**config.mk**
```make
export PLATFORM = sky130hd
export DESIGN_NAME = sram_port_arbiter
export DESIGN_NICKNAME = d
export VERILOG_FILES = /design/src/rtl/sram_port_arbiter.sv
export SDC_FILE = /design/constraint.sdc
export NUM_CORES = 1
export LEC_CHECK = 0
export BUFFER_PORTS_ARGS = -buffer_cell sky130_fd_sc_hd__buf_2
export CORE_ASPECT_RATIO = 1.2
export CORE_MARGIN = 2
export CORE_UTILIZATION = 46
export CTS_CLUSTER_DIAMETER = 60
export DETAILED_ROUTE_END_ITERATION = 8
export PLACE_DENSITY = 0.81
export REMOVE_ABC_BUFFERS = 1
export SYNTH_ARGS = -nofsm -noshare
export SYNTH_HDL_FRONTEND = slang
export SYNTH_SLANG_ARGS = --single-unit
```
**constraint.sdc**
```tcl
create_clock -name clk -period 2.4 [get_ports clk]
set_input_delay 0.24 -clock clk [delete_from_list [all_inputs] [get_ports clk]]
set_output_delay 0.24 -clock clk [all_outputs]
set_load 0.01 [all_outputs]
```
**src/rtl/sram_port_arbiter.sv**
```systemverilog
// Three-way arbiter in front of a single-port, 1-cycle-read block SRAM.
// Masters: video scan-out reads, game-logic read/write, and a built-in
// clear engine that fills the whole array with one value. The grant is
// combinational, and the SRAM strobes follow the winner in the same cycle.
// Read data is returned one cycle later to the master that issued the read.
module sram_port_arbiter #(
    parameter int DATA_WIDTH = 8,
    parameter int ADDR_WIDTH = 16,
    parameter int RAM_SIZE   = 65536,
    parameter int MAX_WAIT   = 4
) (
    input  logic                  clk,
    input  logic                  reset_n,
    input  logic                  vid_req,
    input  logic [ADDR_WIDTH-1:0] vid_addr,
    output logic                  vid_ready,
    output logic                  vid_rvalid,
    output logic [DATA_WIDTH-1:0] vid_rdata,
    input  logic                  usr_valid,
    input  logic                  usr_we,
    input  logic [ADDR_WIDTH-1:0] usr_addr,
    input  logic [DATA_WIDTH-1:0] usr_wdata,
    output logic                  usr_ready,
    output logic                  usr_rvalid,
    output logic [DATA_WIDTH-1:0] usr_rdata,
    input  logic                  clr_start,
    input  logic [DATA_WIDTH-1:0] clr_value,
    output logic                  clr_busy,
    output logic                  clr_done,
    output logic                  sram_en,
    output logic                  sram_we,
    output logic [ADDR_WIDTH-1:0] sram_addr,
    output logic [DATA_WIDTH-1:0] sram_wdata,
    input  logic [DATA_WIDTH-1:0] sram_rdata
);

    localparam int WAIT_W = $clog2(MAX_WAIT + 1);
    localparam int CLR_W  = ADDR_WIDTH + 1;
    localparam logic [WAIT_W-1:0] WAIT_MAX = WAIT_W'(MAX_WAIT);
    // The clear counter is one bit wider than the address so it never wraps.
    localparam logic [CLR_W-1:0]  CLR_LAST = CLR_W'(RAM_SIZE - 1);

    typedef enum logic [1:0] {ARB, CLEAR, DONE} state_e;

    state_e                state_q, state_d;
    logic [WAIT_W-1:0]     wait_q, wait_d;
    logic [CLR_W-1:0]      clr_addr_q, clr_addr_d;
    logic [DATA_WIDTH-1:0] clr_val_q, clr_val_d;
    logic                  rd_pend_q, rd_pend_d;
    logic                  rd_usr_q, rd_usr_d;
    logic                  grant_vid, grant_usr, grant_clr;

    // Pick the winner, drive the SRAM for it, and compute the next state.
    always_comb begin
        state_d    = state_q;
        wait_d     = wait_q;
        clr_addr_d = clr_addr_q;
        clr_val_d  = clr_val_q;
        grant_vid  = 1'b0;
        grant_usr  = 1'b0;
        grant_clr  = 1'b0;
        sram_en    = 1'b0;
        sram_we    = 1'b0;
        sram_addr  = '0;
        sram_wdata = '0;

        // While reset is held nothing is granted, even if masters are requesting.
        if (reset_n) begin
            if (state_q == CLEAR) begin
                if (vid_req) grant_vid = 1'b1;
                else         grant_clr = 1'b1;
            end else begin
                if (usr_valid && wait_q == WAIT_MAX) grant_usr = 1'b1;
                else if (vid_req)                    grant_vid = 1'b1;
                else if (usr_valid)                  grant_usr = 1'b1;
            end
        end

        if (grant_vid) begin
            sram_en   = 1'b1;
            sram_addr = vid_addr;
        end else if (grant_usr) begin
            sram_en    = 1'b1;
            sram_we    = usr_we;
            sram_addr  = usr_addr;
            sram_wdata = usr_we ? usr_wdata : '0;
        end else if (grant_clr) begin
            sram_en    = 1'b1;
            sram_we    = 1'b1;
            sram_addr  = clr_addr_q[ADDR_WIDTH-1:0];
            sram_wdata = clr_val_q;
        end

        // Tag for routing next cycle's read data; writes return nothing.
        rd_pend_d = grant_vid | (grant_usr & ~usr_we);
        rd_usr_d  = grant_usr;

        // Starvation counter: counts cycles usr is left waiting behind vid.
        if (state_q == CLEAR || !usr_valid || grant_usr) wait_d = '0;
        else if (wait_q != WAIT_MAX)                     wait_d = wait_q + WAIT_W'(1);

        case (state_q)
            ARB: begin
                if (clr_start) begin
                    state_d    = CLEAR;
                    clr_val_d  = clr_value;
                    clr_addr_d = '0;
                end
            end
            CLEAR: begin
                if (grant_clr) begin
                    clr_addr_d = clr_addr_q + CLR_W'(1);
                    if (clr_addr_q == CLR_LAST) state_d = DONE;
                end
            end
            default: state_d = ARB;
        endcase
    end

    // State and return-tag registers, cleared asynchronously.
    always_ff @(posedge clk or negedge reset_n) begin
        if (!reset_n) begin
            state_q    <= ARB;
            wait_q     <= '0;
            clr_addr_q <= '0;
            clr_val_q  <= '0;
            rd_pend_q  <= 1'b0;
            rd_usr_q   <= 1'b0;
        end else begin
            state_q    <= state_d;
            wait_q     <= wait_d;
            clr_addr_q <= clr_addr_d;
            clr_val_q  <= clr_val_d;
            rd_pend_q  <= rd_pend_d;
            rd_usr_q   <= rd_usr_d;
        end
    end

    assign vid_ready  = grant_vid;
    assign usr_ready  = grant_usr;
    assign vid_rvalid = rd_pend_q & ~rd_usr_q;
    assign usr_rvalid = rd_pend_q &  rd_usr_q;
    assign vid_rdata  = vid_rvalid ? sram_rdata : '0;
    assign usr_rdata  = usr_rvalid ? sram_rdata : '0;
    assign clr_busy   = (state_q == CLEAR);
    assign clr_done   = (state_q == DONE);

endmodule

```
==> results of run 1 <==
## critical path: cells and delay by family
family                 cells  cell delay, ps
buffers and inverters      7            1430
and+or+nand+nor            1             360
AOI/OAI and AO/OA          1              30
## cells by family after synthesis
family,Yosys count,share of synthesized area (%)
AND/OR/NAND/NOR,105,24.5
AO/OA/AOI/OAI,67,24.1
flip-flops,32,36.9
buffers and inverters,23,5.77
multiplexers,10,5.19
adder cells (fa/ha/maj),4,2.31
XOR/XNOR,3,1.21
## flip-flops by register name, indices dropped and copies added (netlist names)
signal,cells
clr_addr_q,17
clr_val_q,8
wait_q,3
state_q,2
rd_pend_q,1
rd_usr_q,1
## metrics by stage
stage | setup TNS (ps) | instance area [µm²]
2_1_floorplan | -1600 | 2080
3_3_place_gp | 0 | 2770
3_5_place_dp | 0 | 2770
4_1_cts | 0 | 2890
5_1_grt | 0 | 2940
6_report | 0 | 2940
## routing by layer
metal / up-vias / global-route usage (%)
li1: 1123 / -
met1: 1050 / 25.6
met2: 78 / 40.6
met3: 8 / 3.54
met4: 0 / 7.96
met5: - / 0
## power by group
group | internal, µW | switching, µW | leakage, µW
clock | 308 | 191 | 0.0000552
combinational | 211 | 201 | 0.00107
sequential | 639 | 100 | 0.000416
total | 1160 | 492 | 0.00154
## cell type report
class	instances	area (µm²)
inverter	8	32.5
clock buffer	6	72.6
sequential	32	801
timing repair buffer	121	646
clock inverter	2	35.0
multi-input combinational	190	1280
tap	58	72.6
fill	419	1630
## Yosys cell counts, types with 2 or more instances
cell	count	area share (%)
sky130_fd_sc_hd__nor2b_1	3	0.87
sky130_fd_sc_hd__nand2_1	46	8.0
sky130_fd_sc_hd__o21ai_0	12	2.8
sky130_fd_sc_hd__a22oi_1	8	2.8
sky130_fd_sc_hd__nand4_1	5	1.4
sky130_fd_sc_hd__a22o_1	9	3.6
sky130_fd_sc_hd__mux2_2	10	5.2
sky130_fd_sc_hd__and3_1	11	3.2
sky130_fd_sc_hd__a31oi_1	9	2.6
sky130_fd_sc_hd__clkbuf_1	3	0.52
sky130_fd_sc_hd__a22oi_2	8	4.6
sky130_fd_sc_hd__and2_1	11	3.2
sky130_fd_sc_hd__buf_2	7	1.6
sky130_fd_sc_hd__nor3_1	2	0.46
sky130_fd_sc_hd__ha_1	4	2.3
sky130_fd_sc_hd__nand3_1	5	1.2
sky130_fd_sc_hd__dfrtp_1	32	37
sky130_fd_sc_hd__inv_1	7	1.2
sky130_fd_sc_hd__a21oi_1	8	1.8
sky130_fd_sc_hd__xnor2_1	2	0.81
sky130_fd_sc_hd__buf_6	3	1.6
sky130_fd_sc_hd__a211oi_1	3	1.0
sky130_fd_sc_hd__and4_1	2	0.81
sky130_fd_sc_hd__nor2_1	12	2.1
sky130_fd_sc_hd__a41oi_1	2	0.81
sky130_fd_sc_hd__or3_1	2	0.58
## worst min path at each step
stage	end	slack [ps]	cells past startpoint
6_report	clr_val_q[5]	190	2
3_3_place_gp	state_q[0]	220	2
5_1_grt	clr_val_q[2]	170	2
2_1_floorplan	clr_addr_q[0]	-60	0
3_5_place_dp	state_q[0]	220	2
4_1_cts	clr_val_q[2]	180	2
## repair_timing
| item | 4_1_cts | 5_1_grt |
|---|---|---|
| hold buffers | 1 | 0 |
| buffers inserted | 0 | 1 |
| hold endpoints to repair | 6 | 0 |
| endpoints found under the setup margin | 18 | 24 |
| cloned | 0 | 2 |
| pin swaps | 0 | 2 |
| resized for setup | 3 | 7 |
==> results.md, run 1 <==
Drt:
- The number of iterations in the first detailed-routing pass is 5.
- The routed via count divided by cell count is 5.42.
- The routed length per placed instance is 13.9 µm.
- Routed signal wires occupy layers up through met4.
- The met1 wire length is 2.30 mm.
- The sum of routed wire length over all layers is ~5.8 mm.
- The count of nets left with antenna violations once routing finished came out at 0.
- The total met3 wirelength after detailed routing is around 310 µm.
- The detailed router placed 2259 vias in this run.
- The remaining design rule violation count is 0.
- Detailed routing placed a total of between 3 and 4 mm of wire on met2.
- The detailed router finished its first iteration with 110 violations.

Placement:
- The placer's final routability congestion estimate is 0.882.
- The HPWL after detailed placement is 4.23 mm.
- Prior to clock tree synthesis, the placed netlist has a worst setup slack of 191 ps.
- Input and output buffers added on the ports amount to 109.
- The number of placed instances, taps included, is 405.

Worst setup path:
- The signal on the critical path passes through dlygate4sd3_1 > buf_2 > buf_4 > inv_2 > a2111oi_4 > buf_4 > buf_6 > or3_1 > buf_2.
- The worst setup path is of the in2out kind.
- STA classifies the critical path endpoint as a primary output.
- In this run the worst path has a maximum fanout of 12.
- For the worst flop-to-flop path, the logic depth is 6.
- The endpoint identified for the worst register-to-register timing path is clr_addr_q[16].
- The slack of the worst reg-to-reg path is 520 ps.
- The critical path data arrival time is between 2000 and 2500 ps.
- Tracing the worst setup path back leads to its startpoint at reset_n.
- In this run the worst setup path terminates at sram_en.
- The stage delay of the slowest cell on the critical path is around 540 ps.
- The worst setup path is launched from a primary input.
- Data on the critical path is required at its endpoint by 2160 ps.
- The startpoint identified for the worst register-to-register timing path is clr_addr_q[0].
- The cell with the largest stage delay on the worst path is sky130_fd_sc_hd__dlygate4sd3_1.

Floorplanning:
- The full die area is 5280 µm².
- The initial core utilization is 47.5%.
- The number of top-level pins is 110.
- From bottom edge to top edge, the die measures 79.2 µm.
- The core area is 4560 µm².
- The standard-cell row count is 27.
- The horizontal extent of the die is 66.7 µm.

Logic synthesis:
- The count of flip-flops with a built-in enable after synthesis is 0.
- The sequential-to-total area share from yosys stat is a little under two fifths.
- After synthesis, the mean cell area works out to 8.89 µm².
- The number of different library cells in the post-synthesis netlist is 44.
- The proportion of register bits with asynchronous set or reset after synthesis is 100%.
- Among all flip-flop cells after synthesis, the most frequent one is sky130_fd_sc_hd__dfrtp_1.
- The number of synthesized register bits is 32.
- In this run the cell area of the synthesized design comes to 2170 µm².
- The gate count of the mapped netlist is 244.
- The Yosys step of the flow raised 0 warnings.

CTS:
- The insertion delay to the later sink of the worst-skew pair is ~280 ps.
- Counting the buffers created by CTS gives 5.
- The clock tree buffer depth is 2.
- After clock tree synthesis, the clock-pin slew on the worst setup and hold paths is about 60 ps.
- The library cell used as clock root buffer is sky130_fd_sc_hd__clkbuf_8.
- The CTS sink count is 32.
- The H-tree depth reported by CTS is 2.
- The CTS tree is yes.

Final layout:
- The end-of-flow core utilization is 64.4%.
- The final layout contains roughly 420 nets.
- The area growth from synthesis to layout is 35.4%.
- The commonest non-fill, non-tap cell in the layout is sky130_fd_sc_hd__buf_2.
- The final cell count without fillers is 417.
- Leaving out fill and tap cells, the most frequent cells in the layout are 109 x sky130_fd_sc_hd__buf_2, 45 x sky130_fd_sc_hd__nand2_1, 32 x sky130_fd_sc_hd__dfrtp_1.
- The ratio of cells with drive above 1 in the final layout is 43.7%.
- The repair_antennas step left the layout with diodes totalling 0.

GRT:
- The global-route wire length before repair is between 9 and 10 mm.
- The number of antenna violations at the first check in global routing is 0.
- The total congestion overflow after global routing is 0.
- The via count of the first global-routing pass is 2126.
- The maximum number of pins on one net before global-route repair is 30.
- The aggregate global-route resource usage is 22.2%.

Pwr:
- VDD sags by at most 0.000511 V.
- The power per standard cell area is 562 nW/µm².
- The total power consumption of the routed design is 1650 µW.
- The leakage power is 0.00154 µW.

Timing:
- At the pin with the least slew margin, the transition time is 558 ps.
- Setup repair after global routing left no endpoint under its margin.
- The minimum clock period is around 2300 ps.
- The final hold slack is 188 ps.
- The max-slew violation count is 0.
- The highest attainable clock frequency is 434 MHz.
- The final-report setup violation count is 0.
- The final number of hold-violating endpoints came to 0.
- The final clock period utilization by the worst path is 96.1%.
- The worst-case setup margin in the final layout is 94.7 ps.
- Measured against its own limit, the worst slew margin works out to between 60% and 70%.
- The setup clock skew after layout is 1.85 ps.

Run status:
- The flow ran to the end, and the final reports show no timing, DRC or antenna violations.

Hold path:
- The worst hold path begins at clr_value[5].
- The class of the most critical hold timing path is in2reg.

Flow run:
- Max-cap violations in this run came to 0.
Power figures use the tool's default switching activity.
==> run 2: changes to the inputs <==
--- a/config.mk
+++ b/config.mk
@@ -8,10 +8,11 @@
 export BUFFER_PORTS_ARGS = -buffer_cell sky130_fd_sc_hd__buf_2
 export CORE_ASPECT_RATIO = 1.2
 export CORE_MARGIN = 2
-export CORE_UTILIZATION = 46
+export CORE_UTILIZATION = 47
+export CTS_BUF_LIST = sky130_fd_sc_hd__clkbuf_4
 export CTS_CLUSTER_DIAMETER = 60
 export DETAILED_ROUTE_END_ITERATION = 8
-export PLACE_DENSITY = 0.81
+export PLACE_DENSITY = 0.82
 export REMOVE_ABC_BUFFERS = 1
 export SYNTH_ARGS = -nofsm -noshare
 export SYNTH_HDL_FRONTEND = slang
==> run 2 against run 1 <==
Combinational power rose by 3%. Largest cell class unchanged. Register-to-register slack improved by 100 ps. Critical path type is now reg2out. Non-clock buffer count rose by 8. Final area rose by 2.9%. Worst setup slack got worse by 51 ps.
==> results.md, run 2 (same netlist as run 1, synthesis figures left out) <==
Placement:
- The placer's final routability congestion estimate is 0.788 (-11%).
- The post-DP HPWL was 4.14 mm (-2.0%).
- The worst setup slack before clock tree synthesis is 203 ps (+12.2 ps).
- The number of buffers added on ports is 109 (unchanged).

GRT:
- The global-route wire length before repair is 9.51 mm (+4.2%).
- The total congestion overflow after global routing was 0 (unchanged).
- The via count of the first global-routing pass is 2139 (+0.61%).
- The maximum number of pins on one net before global-route repair was 26 (-13%).
- The number of antenna violations at the first check in global routing is 0 (unchanged).
- The aggregate global-route resource usage is 23.5% (+1.3 points).

CTS:
- TritonCTS built the clock tree.
- The H-tree depth reported by CTS is 2 (unchanged).
- The clock-pin slew reported for the worst setup and hold paths after clock tree synthesis was 90 ps (+30 ps).
- The CTS sink count is 32 (unchanged).
- The total CTS buffers is 5 (unchanged).
- The clock tree buffer depth is 2 (unchanged).
- The library cell used as clock root buffer is sky130_fd_sc_hd__clkbuf_4.
- The insertion delay to the later sink of the worst-skew pair is 340 ps (+60 ps).

Worst setup path:
- The kind of end point of the critical path is a primary output.
- The worst setup path is launched from a register.
- The critical path data arrival time is 2120 ps (+50 ps).
- The category of the most critical setup path is reg2out.
- The cell depth of the worst flop-to-flop path was 8 (+2).
- The data required time at the worst endpoint is 2160 ps (about the same).
- The slack of the worst reg-to-reg path is 620 ps (+100 ps).
- The largest fanout of any net on the critical path is 5 (-7).

Run status:
- The run finished with clean final reports.

Drt:
- The number of vias after detailed routing is 2242 (-0.75%).
- The routed via count divided by cell count is 5.30 (-2.2%).
- The violation count after the first detailed-route iteration is 111 (+0.91%).
- The post-route antenna net violation count is 0 (unchanged).
- The sum of routed wire length over all layers is 6.07 mm (+4.5%).
- The number of iterations in the first detailed-routing pass is 4 (-1).
- The routed length per placed instance was 14.3 µm (+3.0%).
- The remaining design rule violation count is 0 (unchanged).

Floorplanning:
- The initial core utilization is 47.9% (+0.35 points).
- The standard-cell row count is 27 (unchanged).
- The core area was 4530 µm² (-0.74%).
- The horizontal extent of the die came to 66.0 µm (-1.0%).
- The full die area is 5180 µm² (-2.0%).
- The height of the die is 78.4 µm (-1.0%).
- The number of top-level pins came to 110 (unchanged).

Timing:
- The worst max-slew margin expressed relative to the limit is 62.1% (-0.73 points).
- The final hold slack is 127 ps (-61.0 ps).
- The setup clock skew after layout is 8.06 ps (+6.21 ps).
- The max-slew violation count was 0 (unchanged).
- The highest attainable clock frequency is 424 MHz (-2.1%).
- The worst-case setup margin in the final layout is 44.0 ps (-50.6 ps).
- The final-report setup violation count is 0 (unchanged).
- The slew at the pin closest to its max-slew limit is 567 ps (+8.45 ps).
- The minimum clock period came to 2360 ps (+50.6 ps).
- The final clock period utilization by the worst path is 98.2% (+2.1 points).
- The final number of hold-violating endpoints is 0 (unchanged).
- Setup repair after global routing could not meet its margin everywhere.

Pwr:
- The leakage power is 0.00157 µW (+1.9%).
- The worst IR drop on VDD was 0.000425 V (-17%).
- The power per standard cell area is 480 nW/µm² (-15%).

Hold path:
- The tightest min-delay check is of the in2reg type.
- The number of stages on the worst hold path is 2 (unchanged).

Final layout:
- The largest registers in the layout are clr_addr_q x17, clr_val_q x8, wait_q x3.
- The ratio of cells with drive above 1 in the final layout is 45.8% (+2.0 points).
- The number of nets in the finished design is 431 (+1.7%).
- The register containing the most flip-flops in the final layout is clr_addr_q.
- Compared with the post-synthesis result, the final layout area differs by 39.4%.
- In the layout the commonest cells are 109 x sky130_fd_sc_hd__buf_2, 45 x sky130_fd_sc_hd__nand2_1, 32 x sky130_fd_sc_hd__dfrtp_1.
- The multi-input logic area came to 1310 µm² (+2.4%).
- The library cell used most frequently in the layout, excluding fill and tap cells, is sky130_fd_sc_hd__buf_2.
- The count of inserted antenna diode cells is 0 (unchanged).
- The number of filler instances in the final layout is 384 (-8.4%).
- The area occupied by registers is 801 µm² (unchanged).
- The flip-flop count of the largest register after layout came to 17 (unchanged).

Flow run:
- The count of maximum capacitance violations came to 0 (unchanged).
==> run 2: cell count changes in the layout (fill, tap and decap cells not counted), sizes merged <==
cell,previous run,this run
and2,12,11
buf,120,126
bufinv,1,0
clkbuf,6,7
clkinv,1,2
==> run 2: worst paths after layout <==
check | startpoint | to
setup / recovery | wait_q[1] | sram_addr[5]
hold / removal | clr_value[5] | clr_val_q[5]
setup reg to reg | wait_q[1] | rd_pend_q
hold reg to reg | clr_addr_q[16] | clr_addr_q[16]
max in group asynchronous | reset_n | state_q[0]
min in group asynchronous | reset_n | wait_q[0]
==> run 2: report_power, final <==
part	internal (µW)	total (µW)	switching, µW	leakage, µW
Combinational	220	423	203	0.00113
Sequential	638	744	106	0.000416
Clock	102	283	181	0.0000261
==> run 2: stage by stage <==
step	std cells	power (µW)	cell area (µm²)	utilization [%]	setup TNS (ps)
2_1_floorplan	229	964	2080	-	-1600
3_3_place_gp	404	1130	2770	61.2	0
3_5_place_dp	404	1150	2770	61.2	0
4_1_cts	416	1450	2880	63.5	0
5_1_grt	423	1550	3020	66.7	-483
6_report	423	1450	3020	66.7	0
==> run 2: critical path, cell delays in order (launching register included) <==
cell	delay, ps
sky130_fd_sc_hd__dfrtp_1	400
sky130_fd_sc_hd__inv_1	110
sky130_fd_sc_hd__ha_4	170
sky130_fd_sc_hd__nand2_4	70
sky130_fd_sc_hd__a2111oi_4	430
sky130_fd_sc_hd__buf_6	200
sky130_fd_sc_hd__clkbuf_16	160
sky130_fd_sc_hd__a22oi_1	60
sky130_fd_sc_hd__nand2_1	60
sky130_fd_sc_hd__buf_2	120
==> run 2: cell type report <==
cell class | instances | share of cell area, %
well taps | 58 | 2.40
clock buffers | 5 | 1.24
inverters | 8 | 1.08
repair buffers | 129 | 25.3
flip-flops and latches | 32 | 26.5
multi-input cells | 189 | 43.2
clock inverters | 2 | 0.248
==> run 2: layer usage <==
metal / wire length (µm) / vias to the layer above / GRT usage (%)
met2: 3040 / 80 / 40.4
met1: 2550 / 1009 / 28.4
li1: - / 1137 / -
met4: 135 / 0 / 9.59
met5: 0 / - / 0
met3: 346 / 16 / 4.58
==> run 2: repair_timing <==
action	4_1_cts	5_1_grt
pin swaps	2	8
gates cloned	1	2
setup buffers	3	5
resized for setup	7	14
hold buffers	1	0
endpoints found under the setup margin	26	27
endpoints found under the hold margin	14	0
==> run 3: changes to the inputs <==
--- a/config.mk
+++ b/config.mk
@@ -5,14 +5,16 @@
 export SDC_FILE = /design/constraint.sdc
 export NUM_CORES = 1
 export LEC_CHECK = 0
+export ABC_AREA = 1
 export BUFFER_PORTS_ARGS = -buffer_cell sky130_fd_sc_hd__buf_2
+export CAP_MARGIN = 20
 export CORE_ASPECT_RATIO = 1.2
 export CORE_MARGIN = 2
-export CORE_UTILIZATION = 47
+export CORE_UTILIZATION = 48
 export CTS_BUF_LIST = sky130_fd_sc_hd__clkbuf_4
 export CTS_CLUSTER_DIAMETER = 60
 export DETAILED_ROUTE_END_ITERATION = 8
-export PLACE_DENSITY = 0.82
+export PLACE_DENSITY = 0.83
 export REMOVE_ABC_BUFFERS = 1
 export SYNTH_ARGS = -nofsm -noshare
 export SYNTH_HDL_FRONTEND = slang
==> run 3 against run 2 <==
Global-route usage is 0.28 points lower. First-iteration DRC count increased by 24%. Clock skew is 2.5 ps higher. Fmax is 4.5% higher. Final cell count is 17% higher. Clock power grew 10%. Worst setup slack better by 100 ps. Synthesized area grew 2.5%. Clock-buffer cell count unchanged. Register-to-register slack improved by 40 ps. Non-clock buffer count is 15 lower. Hold slack got worse by 12 ps.
==> results.md, run 3 <==
Final layout:
- The register containing the most flip-flops in the final layout is clr_addr_q.
- The final cell count without fillers came to 497 (+17%).
- The flip-flop count of the largest register after layout is 17 (unchanged).
- The library cell used most frequently in the layout, excluding fill and tap cells, is sky130_fd_sc_hd__buf_2.
- The number of nets in the finished design is 504 (+17%).
- The largest registers in the layout are clr_addr_q x17, clr_val_q x8, wait_q x3.
- The count of inserted antenna diode cells came to 0 (unchanged).
- The ratio of cells with drive above 1 in the final layout is 32.1% (-14 points).
- Compared with the post-synthesis result, the final layout area differs by 28.9%.
- Leaving out fill and tap cells, the most frequent cells in the layout are 109 x sky130_fd_sc_hd__buf_2, 92 x sky130_fd_sc_hd__nand2_1, 54 x sky130_fd_sc_hd__nor2_1.

GRT:
- The aggregate global-route resource usage is 23.2% (-0.28 points).
- The total congestion overflow after global routing is 0 (unchanged).
- The global-route wire length before repair is 9.45 mm (-0.65%).
- The via count of the first global-routing pass is 2179 (+1.9%).
- The number of antenna violations at the first check in global routing came to 0 (unchanged).
- The maximum number of pins on one net before global-route repair came to 30 (+15%).

Drt:
- The violation count after the first detailed-route iteration is 138 (+24%).
- The routed length per placed instance is 11.9 µm (-17%).
- The remaining design rule violation count came to 0 (unchanged).
- The sum of routed wire length over all layers is 5.90 mm (-2.7%).
- The number of iterations in the first detailed-routing pass was 4 (unchanged).
- The number of vias after detailed routing is 2475 (+10%).
- The routed via count divided by cell count is 4.98 (-6.0%).
- The post-route antenna net violation count is 0 (unchanged).

Timing:
- The minimum clock period is 2260 ps (-101 ps).
- The worst-case setup margin in the final layout was 145 ps (+101 ps).
- The highest attainable clock frequency is 443 MHz (+4.5%).
- The setup clock skew after layout is 10.5 ps (+2.49 ps).
- The worst max-slew margin expressed relative to the limit is 71.3% (+9.2 points).
- The final number of hold-violating endpoints came to 0 (unchanged).
- The final-report setup violation count is 0 (unchanged).
- The max-slew violation count is 0 (unchanged).
- The slew at the pin closest to its max-slew limit is 428 ps (-139 ps).
- The total negative setup slack is 0 ps (unchanged).
- The final clock period utilization by the worst path is 94.0% (-4.2 points).
- Setup repair after global routing left no endpoint under its margin.

Worst setup path:
- The sort of element at the start of the critical path is a primary input.
- The reg-to-reg startpoint is clr_addr_q[0].
- The critical path data arrival time is 2020 ps (-100 ps).
- The data required time at the worst endpoint came to 2160 ps (about the same).
- The worst setup path startpoint is reset_n.
- STA classifies the critical path endpoint as a primary output.
- The largest fanout of any net on the critical path is 24 (+19).
- The slack of the worst reg-to-reg path came to 660 ps (+40 ps).
- The critical path is of the in2out type.

Logic synthesis:
- The sequential-to-total area share from yosys stat was 36.0% (-0.89 points).
- The gate count of the mapped netlist was 327 (+34%).
- The number of different library cells in the post-synthesis netlist was 30 (-32%).
- The count of flip-flops with a built-in enable after synthesis is 0 (unchanged).
- In the synthesized netlist, the cells that appear most often are 92 x sky130_fd_sc_hd__nand2_1, 54 x sky130_fd_sc_hd__nor2_1, 35 x sky130_fd_sc_hd__inv_1.
- The most used flip-flop cell after synthesis is sky130_fd_sc_hd__dfrtp_1.
- The number of synthesized register bits is 32 (unchanged).
- By area the synthesized netlist is led by sky130_fd_sc_hd__dfrtp_1 36%, sky130_fd_sc_hd__nand2_1 16%, sky130_fd_sc_hd__nor2_1 9.1%, sky130_fd_sc_hd__a21oi_1 6.3%, sky130_fd_sc_hd__inv_1 5.9%.
- The post-synth design cell area was 2220 µm² (+2.5%).
- The mean post-synth cell area is 6.80 µm² (-24%).
- The proportion of register bits with asynchronous set or reset after synthesis is 100% (unchanged).
- Summed over all instances, the cell type with the most area after synthesis is sky130_fd_sc_hd__dfrtp_1.
- The share of Yosys cell area claimed by the top area cell type was 36.0% (-0.89 points).
- In the post-synthesis netlist, the cell with the most instances is sky130_fd_sc_hd__nand2_1.
- The count of synthesis-stage warnings from yosys is 0 (unchanged).

Flow run:
- The count of maximum capacitance violations is 0 (unchanged).

Placement:
- The number of placed cells counting well taps is 487 (+21%).
- The placer's final routability congestion estimate is 0.869 (+10%).
- The number of buffers added on ports is 109 (unchanged).
- The worst setup slack before clock tree synthesis came to 471 ps (+268 ps).
- The post-DP HPWL is 4.48 mm (+8.2%).

Floorplanning:
- The full die area is 5190 µm² (+0.33%).
- The core area is 4530 µm² (unchanged).
- The standard-cell row count came to 27 (unchanged).
- The height of the die is 78.5 µm (+0.17%).
- The horizontal extent of the die is 66.1 µm (+0.16%).
- The initial core utilization is 49.1% (+1.2 points).
- The number of top-level pins is 110 (unchanged).

Hold path:
- The worst hold path begins at clr_value[0].
- The class of the most critical hold timing path is in2reg.

CTS:
- The total CTS buffers is 5 (unchanged).
- TritonCTS built the clock tree.
- The H-tree depth reported by CTS is 2 (unchanged).
- The library cell used as clock root buffer is sky130_fd_sc_hd__clkbuf_4.
- The clock tree buffer depth came to 2 (unchanged).
- The insertion delay to the later sink of the worst-skew pair is 350 ps (about the same).
- The CTS sink count is 32 (unchanged).
- The number of post-CTS setup repair buffers was 0 (-3).
- The clock-pin slew reported for the worst setup and hold paths after clock tree synthesis is 110 ps (+20 ps).

Pwr:
- The total power consumption of the routed design was 1420 µW (-2.2%).
- The leakage power is 0.00166 µW (+5.9%).
- The worst IR drop on VDD came to 0.000447 V (+5.1%).
- The power per standard cell area came to 495 nW/µm² (+3.1%).

Run status:
- The flow ran to the end, and the final reports show no timing, DRC or antenna violations.
## run 3: cell types whose count changed after synthesis, sizes merged, moves of 16 or more
| cell | previous run | this run |
|---|---|---|
| a22oi | 16 | 0 |
| a21oi | 8 | 28 |
| inv | 8 | 40 |
| nor2 | 12 | 55 |
| nand2 | 46 | 95 |
| nand3 | 5 | 27 |
## run 3: repair_timing
| item | CTS | global route |
|---|---|---|
| endpoints found under the setup margin | 0 | 23 |
| gates resized for setup | 0 | 2 |
| hold buffers | 2 | 0 |
| endpoints found under the hold margin | 5 | 0 |
## run 3: worst max-delay path: stages
cell and delay [ps]:
sky130_fd_sc_hd__dlygate4sd3_1 510, sky130_fd_sc_hd__buf_2 130, sky130_fd_sc_hd__inv_1 50, sky130_fd_sc_hd__nor2_1 170, sky130_fd_sc_hd__nand2_4 170, sky130_fd_sc_hd__inv_2 350
sky130_fd_sc_hd__nand2_1 140, sky130_fd_sc_hd__nand3_1 120, sky130_fd_sc_hd__buf_2 130
## run 3: logic make-up (layout without fill, tap and decap cells)
kind of cell / count (synthesis) / after routing / synth area share, %
AOI/OAI and AO/OA: 41 / 41 / 9.57
xor gates and xnor gates: 1 / 1 / 0.394
adders and majority gates: 4 / 4 / 2.25
buffers and inverters: 51 / 163 / 10.6
DFF: 32 / 32 / 36.0
muxes: 8 / 8 / 4.05
and+or+nand+nor: 190 / 190 / 37.0
## run 3: final timing paths
kind | cells past startpoint | end
min in group asynchronous | 3 | wait_q[2]
worst min register to register | 2 | clr_addr_q[16]
max in group asynchronous | 3 | clr_addr_q[15]
worst max register to register | 7 | clr_addr_q[16]
worst max-delay path | 9 | sram_addr[3]
worst min-delay path | 2 | clr_val_q[0]
## run 3: final cells by class
type                            count  area, µm²
Multi-Input combinational cell    244       1180
Timing Repair Buffer              114        592
Sequential cell                    32        801
Clock inverter                      3       18.8
Inverter                           41        159
Tap cell                           58       72.6
Clock buffer                        5       37.5
Fill cell                         445       1660
## run 3: per-stage QoR
step,hold WS (ps),util [%],area [µm²]
floorplan,-55.6,-,2140
global placement,66.1,61.5,2780
detailed placement,70.5,61.5,2780
CTS,110,63.2,2860
global route,113,63.3,2870
finish,114,63.3,2870
## run 3: metal layers
| layer | track usage (%) | wire length (µm) | part of all wire [%] | up-vias |
|---|---|---|---|---|
| li1 | - | - | - | 1269 |
| met1 | 25.7 | 2370 | 40 | 1130 |
| met2 | 44.1 | 3140 | 53 | 67 |
| met3 | 4.30 | 316 | 5.4 | 9 |
| met4 | 6.12 | 72 | 1.2 | 0 |
| met5 | 0 | 0 | 0 | - |
## run 3: power breakdown
group	internal [µW]	total [µW]	switching (µW)	leakage (µW)
clock	112	312	200	0.0000349
combinational	179	394	216	0.00121
sequential	635	711	76.1	0.000415
total	926	1420	492	0.00166
